File: src/rtl/mem_access_ctrl.sv
// Load/store sequencer: one access at a time onto a valid/ready data bus, with lane alignment and load write-back.
// Latency: zero-wait load takes 4 cycles (detect, REQ, WAIT_R, DONE); a store takes 3; a misaligned access takes 2.
// Backpressure: pause holds the pipeline until DONE; bus_valid and its payload stay stable until bus_ready or timeout.
module mem_access_ctrl #(
    parameter int XLEN    = 32,
    parameter int TIMEOUT = 255
) (
    input  logic            clk,
    input  logic            rst,
    input  logic [2:0]      load_mode,
    input  logic [XLEN-1:0] load_addr,
    input  logic [4:0]      load_regs_addr,
    input  logic [1:0]      store_mode,
    input  logic [XLEN-1:0] store_addr,
    input  logic [XLEN-1:0] store_data,
    output logic            bus_valid,
    input  logic            bus_ready,
    output logic [XLEN-1:0] bus_addr,
    output logic            bus_we,
    output logic [3:0]      bus_wstrb,
    output logic [XLEN-1:0] bus_wdata,
    input  logic            bus_rvalid,
    input  logic [XLEN-1:0] bus_rdata,
    output logic            pause,
    output logic            regs_write_en,
    output logic [4:0]      regs_write_addr,
    output logic [XLEN-1:0] regs_write_data,
    output logic            fault
);

    typedef enum logic [1:0] {
        S_IDLE,
        S_REQ,
        S_WAIT_R,
        S_DONE
    } state_t;

    typedef struct packed {
        logic            is_store;
        logic [XLEN-1:0] addr;
        logic [2:0]      load_mode;
        logic [4:0]      rd;
        logic [3:0]      wstrb;
        logic [XLEN-1:0] wdata;
    } req_t;

    localparam logic [7:0] TO_LAST = 8'(TIMEOUT - 1);

    state_t          state_q, state_d;
    req_t            req_q, req_d;
    logic [XLEN-1:0] rdata_q, rdata_d;
    logic            fault_q, fault_d;
    logic [7:0]      cnt_q, cnt_d;

    logic            store_req;
    logic            load_req;
    logic            req_present;
    logic            misaligned;
    logic            timeout_hit;
    logic [3:0]      new_wstrb;
    logic [XLEN-1:0] new_wdata;
    logic [XLEN-1:0] load_shifted;
    logic [XLEN-1:0] load_ext;

    assign store_req   = (store_mode != 2'b00);
    assign load_req    = (load_mode != 3'b111);
    assign req_present = !rst && (store_req || load_req);
    assign timeout_hit = (cnt_q == TO_LAST);

    // Lane placement and alignment check for the incoming request (store takes priority).
    always_comb begin
        new_wstrb  = 4'b1111;
        new_wdata  = store_data;
        misaligned = 1'b0;
        if (store_req) begin
            case (store_mode)
                2'b01: begin
                    new_wstrb = 4'b0001 << store_addr[1:0];
                    new_wdata = {(XLEN/8){store_data[7:0]}};
                end
                2'b10: begin
                    new_wstrb  = 4'b0011 << store_addr[1:0];
                    new_wdata  = {(XLEN/16){store_data[15:0]}};
                    misaligned = store_addr[0];
                end
                default: begin
                    new_wstrb  = 4'b1111;
                    new_wdata  = store_data;
                    misaligned = (store_addr[1:0] != 2'b00);
                end
            endcase
        end else begin
            case (load_mode)
                3'b000, 3'b100: misaligned = 1'b0;
                3'b001, 3'b101: misaligned = load_addr[0];
                default:        misaligned = (load_addr[1:0] != 2'b00);
            endcase
        end
    end

    always_comb begin
        state_d = state_q;
        req_d   = req_q;
        rdata_d = rdata_q;
        fault_d = fault_q;
        cnt_d   = cnt_q;
        pause   = 1'b0;
        case (state_q)
            S_IDLE: begin
                fault_d = 1'b0;
                if (req_present) begin
                    pause           = 1'b1;
                    req_d.is_store  = store_req;
                    req_d.addr      = store_req ? store_addr : load_addr;
                    req_d.load_mode = load_mode;
                    req_d.rd        = load_regs_addr;
                    req_d.wstrb     = new_wstrb;
                    req_d.wdata     = new_wdata;
                    cnt_d           = 8'd0;
                    if (misaligned) begin
                        state_d = S_DONE;
                        fault_d = 1'b1;
                    end else begin
                        state_d = S_REQ;
                    end
                end
            end
            S_REQ: begin
                pause = 1'b1;
                cnt_d = cnt_q + 8'd1;
                if (bus_ready) begin
                    state_d = req_q.is_store ? S_DONE : S_WAIT_R;
                end else if (timeout_hit) begin
                    state_d = S_DONE;
                    fault_d = 1'b1;
                end
            end
            S_WAIT_R: begin
                pause = 1'b1;
                cnt_d = cnt_q + 8'd1;
                if (bus_rvalid) begin
                    rdata_d = bus_rdata;
                    state_d = S_DONE;
                end else if (timeout_hit) begin
                    state_d = S_DONE;
                    fault_d = 1'b1;
                end
            end
            default: begin
                state_d = S_IDLE;
            end
        endcase
    end

    // Load data is extracted from the latched word during DONE.
    always_comb begin
        load_shifted = rdata_q >> {req_q.addr[1:0], 3'b000};
        case (req_q.load_mode)
            3'b000:  load_ext = {{(XLEN-8){load_shifted[7]}}, load_shifted[7:0]};
            3'b001:  load_ext = {{(XLEN-16){load_shifted[15]}}, load_shifted[15:0]};
            3'b100:  load_ext = {{(XLEN-8){1'b0}}, load_shifted[7:0]};
            3'b101:  load_ext = {{(XLEN-16){1'b0}}, load_shifted[15:0]};
            default: load_ext = rdata_q;
        endcase
    end

    always_comb begin
        bus_valid       = (state_q == S_REQ);
        bus_addr        = bus_valid ? {req_q.addr[XLEN-1:2], 2'b00} : '0;
        bus_we          = bus_valid & req_q.is_store;
        bus_wstrb       = bus_valid ? req_q.wstrb : 4'b0000;
        bus_wdata       = bus_valid ? req_q.wdata : '0;
        fault           = (state_q == S_DONE) & fault_q;
        regs_write_en   = (state_q == S_DONE) & !fault_q & !req_q.is_store & (req_q.rd != 5'd0);
        regs_write_addr = regs_write_en ? req_q.rd : 5'd0;
        regs_write_data = regs_write_en ? load_ext : '0;
    end

    always_ff @(posedge clk) begin
        if (rst) begin
            state_q <= S_IDLE;
            req_q   <= '0;
            rdata_q <= '0;
            fault_q <= 1'b0;
            cnt_q   <= 8'd0;
        end else begin
            state_q <= state_d;
            req_q   <= req_d;
            rdata_q <= rdata_d;
            fault_q <= fault_d;
            cnt_q   <= cnt_d;
        end
    end

endmodule

File: config.mk
export PLATFORM = sky130hd
export DESIGN_NAME = mem_access_ctrl
export DESIGN_NICKNAME = d
export VERILOG_FILES = /design/src/rtl/mem_access_ctrl.sv
export SDC_FILE = /design/constraint.sdc
export NUM_CORES = 1
export LEC_CHECK = 0
export ABC_AREA = 1
export BUFFER_PORTS_ARGS = -buffer_cell sky130_fd_sc_hd__buf_4
export CORE_MARGIN = 4
export CORE_UTILIZATION = 47
export CTS_CLUSTER_DIAMETER = 200
export DETAILED_ROUTE_END_ITERATION = 8
export PLACE_DENSITY = 0.75
export SETUP_SLACK_MARGIN = 0.15
export SLEW_MARGIN = 20
export SYNTH_ARGS = -nofsm -noshare
export SYNTH_HDL_FRONTEND = slang
export SYNTH_SLANG_ARGS = --single-unit
File: constraint.sdc
create_clock -name clk -period 1.8 [get_ports clk]
set_clock_uncertainty 0.1 [all_clocks]
set_input_delay 0.09 -clock clk [delete_from_list [all_inputs] [get_ports clk]]
set_output_delay 0.09 -clock clk [all_outputs]
set_load 0.005 [all_outputs]
==> results.json, run 1 <==
{
  "synth_cell_type_count": 36,
  "die_w_um": 126,
  "ys_ff_latch": 120,
  "status": "aborted with a tool error",
  "clock_sinks": 120,
  "error": "[ERROR DPL-0038] Utilization greater than 100%, impossible to legalize",
  "synth-edff-count": 0,
  "die_h_um": 126,
  "placementRows": 42,
  "ios": 252,
  "synth_area_per_cell_um2": 6.35,
  "numCtsBuffers": 17,
  "synth.cell_area_um2": 6540,
  "routabilityCongestion": 0.851,
  "htree_levels": 4,
  "synth-main-ff-cell": "dfxtp_1",
  "yosysWarnings": 0,
  "crit_endpoint": "regs_write_data[20]",
  "start_util": 0.486,
  "cts_root_buf": "clkbuf_16",
  "postSynthCellCount": 1030,
  "clockBufferDepth": 2,
  "yosysSeqAreaShare": 0.367,
  "io_buffers": 249,
  "dp_hpwl_mm": 15.8,
  "failed_stage": "global routing (5_1_grt)",
  "synthArstFlopShare": 0,
  "grt_start_max_net_pins": 53,
  "worst-ep-kind": "primary output"
}
-- synth_stat cells, types with 2 or more instances --
| library cell | instances | share of area |
|---|---|---|
| buf_4 | 3 | 0.0034 |
| inv_2 | 4 | 0.0023 |
| nor3_1 | 2 | 0.0015 |
| o21ai_0 | 133 | 0.10 |
| a31oi_1 | 49 | 0.047 |
| dfxtp_1 | 120 | 0.37 |
| nand3_1 | 25 | 0.019 |
| a22o_1 | 5 | 0.0067 |
| clkbuf_1 | 35 | 0.020 |
| o32ai_1 | 7 | 0.0094 |
| buf_1 | 5 | 0.0029 |
| a21oi_1 | 60 | 0.046 |
| nand4_1 | 2 | 0.0019 |
| ha_1 | 10 | 0.019 |
| o21ai_1 | 10 | 0.0076 |
| buf_2 | 21 | 0.016 |
| nor2_1 | 120 | 0.069 |
| a22oi_1 | 2 | 0.0023 |
| buf_6 | 5 | 0.0086 |
| inv_1 | 127 | 0.073 |
| nand2_1 | 270 | 0.15 |
-- cells by family after synthesis --
family,Yosys count,synth area share
compound gates,272,0.228
simple gates,425,0.257
other cells,1,0.000573
fa+ha+maj,10,0.0191
buf+inv,201,0.127
flops,120,0.367
xor+xnor,1,0.00134
-- stage by stage --
stage	setup TNS (ns)	cell area, um^2	std cells	setup slack, ns
floorplan	0	6550	1031	0.182
global placement	0	8680	1423	0.170
detailed placement	0	8680	1423	0.0933
CTS	-3.98	12200	1622	-0.119
-- timing repair --
item | CTS
hold endpoints to repair | 107
cloned | 11
endpoints found under the setup margin | 155
hold buffers | 136
gates resized for setup | 372
setup buffers | 20
pin swaps | 76
==> run 2: changes to the inputs <==
CORE_UTILIZATION = 32   (was 47)
CTS_CLUSTER_DIAMETER = unset   (was 200)
PLACE_DENSITY = unset   (was 0.75)
PLACE_DENSITY_LB_ADDON = 0.15   (was unset)
SETUP_SLACK_MARGIN = unset   (was 0.15)
==> run 2 against run 1 <==
  * Synthesized cell count did not move
  * Area after synthesis did not move
  * The flow now finishes, with violations (setup timing)
==> results.json, run 2 <==
{
  "path_clk_slew_ns": 0.06,
  "cap_violations": 0,
  "reg_top3": "req_q (77), rdata_q (32), cnt_q (8)",
  "routabilityCongestion": 0.811,
  "postSynthCellCount": 1030,
  "drt_iter0_markers": 507,
  "regToRegSetupSlack_ns": 0.07,
  "ys_ff_latch": 120,
  "synth_area_leaders": "dfxtp_1, nand2_1, o21ai_0",
  "timing.final.crit_period_ns": 1.99,
  "cp_max_fo": 8,
  "clock_latency_ns": 0.41,
  "cts_tree": "yes",
  "synth_cell_type_count": 36,
  "dieArea_um2": 22800,
  "timing_hold_violations_final": 0,
  "area_delta_synth_final_pct": 90.2,
  "r2r_cells": 11,
  "drc": 0,
  "synth.cell_area_um2": 6540,
  "placementRows": 52,
  "htree_levels": 4,
  "arrival_ns": 1.80,
  "clockBufferDepth": 2,
  "holdCritPathClass": "in2reg",
  "critPathKind": "reg2out",
  "drive_above_1_share": 0.388,
  "multi_input_area_um2": 4140,
  "grt_pass1_vias": 7894,
  "gr-usage-all-layers": 0.219,
  "grt_pass1_wl_mm": 39.9,
  "fin_util": 0.617,
  "worst-path-buf-inv": 7,
  "p_per_area_nw_per_um2": 1150,
  "start_kind": "register",
  "crit_path_max_incr_delay_ns": 0.32,
  "cpMaxStageDelayCell": "dfxtp_2",
  "critPathTopFamily": "buffers and inverters",
  "hp-start": "load_addr[1]",
  "grt_overflow_total": 0,
  "setup_viol": 105,
  "die_h_um": 151,
  "io_buffers": 249,
  "maxSlewViolCount": 0,
  "nets": 1582,
  "antenna_left": 0,
  "wl_mm": 27.1,
  "yosys.cell_count.top_type": "nand2_1",
  "final_common_cell": "buf_4",
  "regMostFlops": "req_q",
  "rsz0062_at_grt": "yes",
  "yosysSeqAreaShare": 0.367,
  "p_leak_nw": 6.35,
  "wl_per_cell_um": 15.9,
  "via_count": 8274,
  "synth-main-ff-cell": "dfxtp_1",
  "cp.required_ns": 1.61,
  "r2r_end": "state_q[0]$_SDFFE_PP0P_",
  "die_w_um": 151,
  "worstSetupStartpoint": "state_q[0]$_SDFFE_PP0P_",
  "finalSetupTns_ns": -11.35,
  "status": "complete, but fails checks",
  "violations": "setup timing",
  "rr_startpoint": "state_q[0]$_SDFFE_PP0P_",
  "cts_root_buf": "clkbuf_16",
  "start_util": 0.324,
  "fillers": 1769,
  "antenna_found_initial": 0,
  "dp_hpwl_mm": 16.4,
  "clock_sinks": 120,
  "yosys.area.top_type": "dfxtp_1",
  "holdPathStages": 5,
  "path_common_cell": "buf_12",
  "period_share": 1.11,
  "endpoint": "bus_wdata[29]",
  "fmax_ghz": 0.503,
  "ios": 252,
  "largest_reg_flops": 77,
  "synth-edff-count": 0,
  "ff_latch_area_um2": 2410,
  "yosysWarnings": 0,
  "fin_cells": 1711,
  "drtPass1Iterations": 5,
  "most-common-layout-cells": "buf_4, nand2_1, dlygate4sd3_1, o21ai_0, dfxtp_1",
  "synth_area_per_cell_um2": 6.35,
  "crit_chain": "buf_6, buf_12, ha_4, buf_12, buf_12, buf_16, nand2_1, inv_1, buf_4",
  "dp.cells": 1514,
  "synthArstFlopShare": 0,
  "via_per_inst": 4.84,
  "worst_slack_ns": -0.190,
  "n_antenna_cell": 0,
  "cp-end-kind": "primary output",
  "yosysTopAreaCellShare": 0.367,
  "synth_common_cells": "nand2_1, o21ai_0, inv_1",
  "numCtsBuffers": 17,
  "cp.depth": 9,
  "ir_drop_uv": 746,
  "core-area_um2": 20200,
  "grt_start_max_net_pins": 98
}
## run 2: cell counts after synthesis
No cell type changed its count.
## run 2: report_power, final
| group | leakage [nW] | switching, W | internal (W) |
|---|---|---|---|
| registers | 0.987 | 0.000638 | 0.00336 |
| logic | 5.06 | 0.00353 | 0.00315 |
| clock network | 0.303 | 0.00124 | 0.00238 |
## run 2: how the worst min path moves through the flow
stage	to	slack [ns]
after floorplan	req_q[40]$_SDFFE_PP0P_	0.10
after global placement	req_q[40]$_SDFFE_PP0P_	0.19
after detailed placement	req_q[40]$_SDFFE_PP0P_	0.20
after CTS	req_q[45]$_SDFFE_PP0P_	0.03
after global routing	req_q[0]$_SDFFE_PP0P_	0.06
final	req_q[45]$_SDFFE_PP0P_	0.06
## run 2: area by class of cell
cell class | count | area share
Tap cell | 270 | 0.0271
Timing Repair Buffer | 448 | 0.356
Multi-Input combinational cell | 711 | 0.333
Clock inverter | 7 | 0.00925
Clock buffer | 23 | 0.0408
Sequential cell | 120 | 0.193
Inverter | 132 | 0.0408
## run 2: layer usage
metal  global-route usage  vias to the layer above  wire length [um]
met5                    0                        -                 0
met4               0.0644                        0               436
met3               0.0470                       29              1860
met2                0.357                      310             13200
met1                0.291                     3823             11600
li1                     -                     4112                 -
## run 2: per-stage QoR
step / setup slack (ns) / power [W] / hold WS [ns] / instance area [um^2]
2_1_floorplan: 0.182 / 0.00625 / 0.101 / 6550
3_3_place_gp: 0.0781 / 0.00791 / 0.193 / 8750
3_5_place_dp: 0.0960 / 0.00792 / 0.196 / 8750
4_1_cts: -0.166 / 0.0130 / 0.0345 / 11500
5_1_grt: -0.276 / 0.0151 / 0.0631 / 12400
6_report: -0.190 / 0.0143 / 0.0552 / 12400
## run 2: repair_timing
item | CTS | global route
cloned | 6 | 4
hold buffers | 136 | 0
endpoints found under the setup margin | 105 | 116
hold endpoints to repair | 106 | 0
setup buffers | 16 | 10
pin swaps | 33 | 59
resized for setup | 157 | 255
## run 2: logic make-up (layout without fill, tap and decap cells)
group                      after synthesis  count (layout)  synth area share
AOI/OAI and AO/OA                      272             272             0.228
xor gates and xnor gates                 1               1           0.00134
adders and majority gates               10              10            0.0191
buffers and inverters                  201             610             0.127
DFF                                    120             120             0.367
other                                    1               2          0.000573
and+or+nand+nor                        425             426             0.257
## run 2: tightest hold or removal path: cells and delay by family
family                 cells  cell delay [ns]
buffers and inverters      1             0.09
AOI/OAI and AO/OA          3             0.31
and+or+nand+nor            1             0.04
(Power assumes the default switching activity.)
==> run 3: changes to the inputs <==
--- a/constraint.sdc
+++ b/constraint.sdc
@@ -4,2 +4,2 @@
 set_output_delay 0.09 -clock clk [all_outputs]
-set_load 0.005 [all_outputs]
+set_load 0.02 [all_outputs]
==> run 3 against run 2 <==
  * The flow still finishes with violations (setup timing)
  * Maximum frequency up 0.80%
  * First-iteration DRC count rose by 3.0%
  * Clock-buffer cell count shrank 3
  * Register-to-register slack is essentially flat
  * Critical endpoint is now regs_write_data[21]
==> results.json, run 3 (synthesis results as in run 2) <==
{
  "r2r_cells": 8,
  "regMostFlops": "req_q",
  "clock_latency_ns": 0.41,
  "cts_root_buf": "clkbuf_16",
  "io_buffers": 249,
  "routabilityCongestion": 0.842,
  "cts_tree": "yes",
  "fin_util": 0.612,
  "die_w_um": 151,
  "start_util": 0.324,
  "worstSetupStartpoint": "req_q[44]$_SDFFE_PP0P_",
  "maxSlewViolCount": 0,
  "r2r_end": "req_q[49]$_SDFFE_PP0P_",
  "worst-path-buf-inv": 2,
  "n_antenna_cell": 0,
  "most-common-layout-cells": "nand2_1, buf_4, dlygate4sd3_1, o21ai_0, dfxtp_1",
  "critPathKind": "reg2out",
  "dp_hpwl_mm": 16.3,
  "antenna_left": 0,
  "drtPass1Iterations": 5,
  "area_delta_synth_final_pct": 88.8,
  "dieArea_um2": 22800,
  "ios": 252,
  "p_per_area_nw_per_um2": 1180,
  "grt_start_max_net_pins": 110,
  "period_share": 1.10,
  "cpMaxStageDelayCell": "dfxtp_2",
  "grt_overflow_total": 0,
  "arrival_ns": 1.78,
  "drc": 0,
  "whs_endpoint": "req_q[44]$_SDFFE_PP0P_",
  "regToRegSetupSlack_ns": 0.06,
  "ir_drop_uv": 659,
  "grt_pass1_vias": 7836,
  "rsz0062_at_grt": "yes",
  "fillers": 1794,
  "tightest_slew_ns": 0.735,
  "worst_slack_ns": -0.174,
  "gr-usage-all-layers": 0.210,
  "core-area_um2": 20200,
  "timing_hold_violations_final": 0,
  "setup_viol": 86,
  "violations": "setup timing",
  "critPathTopFamily": "simple AND/OR/NAND/NOR gates",
  "via_count": 8278,
  "ff_latch_area_um2": 2410,
  "wl_mm": 27.2,
  "holdWs_ns": 0.0144,
  "holdCritPathClass": "in2reg",
  "htree_levels": 4,
  "drt_iter0_markers": 522,
  "start_kind": "register",
  "hp-start": "load_addr[0]",
  "fmax_ghz": 0.507,
  "clock_sinks": 120,
  "crit_path_max_incr_delay_ns": 0.32,
  "rr_startpoint": "state_q[0]$_SDFFE_PP0P_",
  "die_h_um": 151,
  "cp-end-kind": "primary output",
  "cap_violations": 0,
  "holdPathStages": 5,
  "max-slew-margin-rel": 0.510,
  "drive_above_1_share": 0.372,
  "wl_per_cell_um": 15.9,
  "path_clk_slew_ns": 0.06,
  "largest_reg_flops": 77,
  "timing.final.crit_period_ns": 1.97,
  "p_leak_nw": 6.25,
  "numCtsBuffers": 17,
  "status": "complete, but fails checks",
  "crit_chain": "buf_6, a21oi_2, o21ai_1, nand2_1, nand2_2, nand3_4, nand2_8, nor2_1, buf_4",
  "placementRows": 52,
  "cp.required_ns": 1.61,
  "final_common_cell": "nand2_1",
  "antenna_found_initial": 0,
  "multi_input_area_um2": 4030,
  "clockBufferDepth": 2,
  "cp_max_fo": 8,
  "reg_top3": "req_q (77), rdata_q (32), cnt_q (8)",
  "grt_pass1_wl_mm": 38.5,
  "nets": 1585,
  "via_per_inst": 4.82
}
## run 3: cell count changes in the layout (fill, tap and decap cells not counted), sizes merged
| cell | change |
|---|---|
| clkinvlp | +1 |
| inv | -2 |
| bufinv | +1 |
| clkinv | +5 |
## run 3: repair_timing
action                                  4_1_cts  5_1_grt
resized for setup                            95      289
pin swaps                                     6       66
hold buffers                                136        0
endpoints found under the setup margin      110      166
setup buffers                                 8       13
hold endpoints to repair                    106        0
cloned                                        3        9
## run 3: through the flow
stage | cell area [um^2] | std cells | setup slack (ns) | setup TNS [ns] | power [W]
CTS | 11200 | 1696 | -0.140 | -5.41 | 0.0128
global route | 12300 | 1716 | -0.265 | -13.75 | 0.0153
global placement | 8750 | 1517 | 0.0865 | 0 | 0.00821
floorplan | 6550 | 1031 | 0.000767 | 0 | 0.00655
finish | 12300 | 1716 | -0.174 | -8.46 | 0.0145
detailed placement | 8750 | 1517 | 0.00241 | 0 | 0.00823
## run 3: per-layer routing
metal	global-route usage	vias up	wire length [um]
li1	-	4109	-
met1	0.268	3819	11700
met2	0.347	312	13000
met3	0.0533	38	2000
met4	0.0698	0	495
met5	0	-	0
## run 3: worst max path at each step
stage          slack, ns                     end  cells after the start
2_1_floorplan     0.0008           bus_wdata[11]                      7
3_3_place_gp        0.09  req_q[35]$_SDFFE_PP0P_                      8
3_5_place_dp       0.002  req_q[21]$_SDFFE_PP0P_                      9
4_1_cts            -0.14     regs_write_data[23]                      9
5_1_grt            -0.27     regs_write_data[19]                      9
6_report           -0.17     regs_write_data[21]                      9
## run 3: where the power goes
group | leakage (nW) | switching, W | internal (W)
clock network | 0.296 | 0.00129 | 0.00235
registers | 0.988 | 0.000666 | 0.00337
logic | 4.97 | 0.00372 | 0.00315
total | 6.25 | 0.00568 | 0.00887
## run 3: area by class of cell
cell class / instances / share of cell area
clock buffer: 20 / 0.0362
clock inverter: 12 / 0.0142
inverter: 132 / 0.0417
multi-input combinational: 711 / 0.326
sequential: 120 / 0.195
tap: 270 / 0.0274
timing repair buffer: 451 / 0.359
## run 3: worst min-delay path, cell delays in order
cell     delay [ns]
buf_4          0.08
nand2_1        0.04
o21ai_0        0.06
o21ai_0        0.11
a21oi_1        0.11
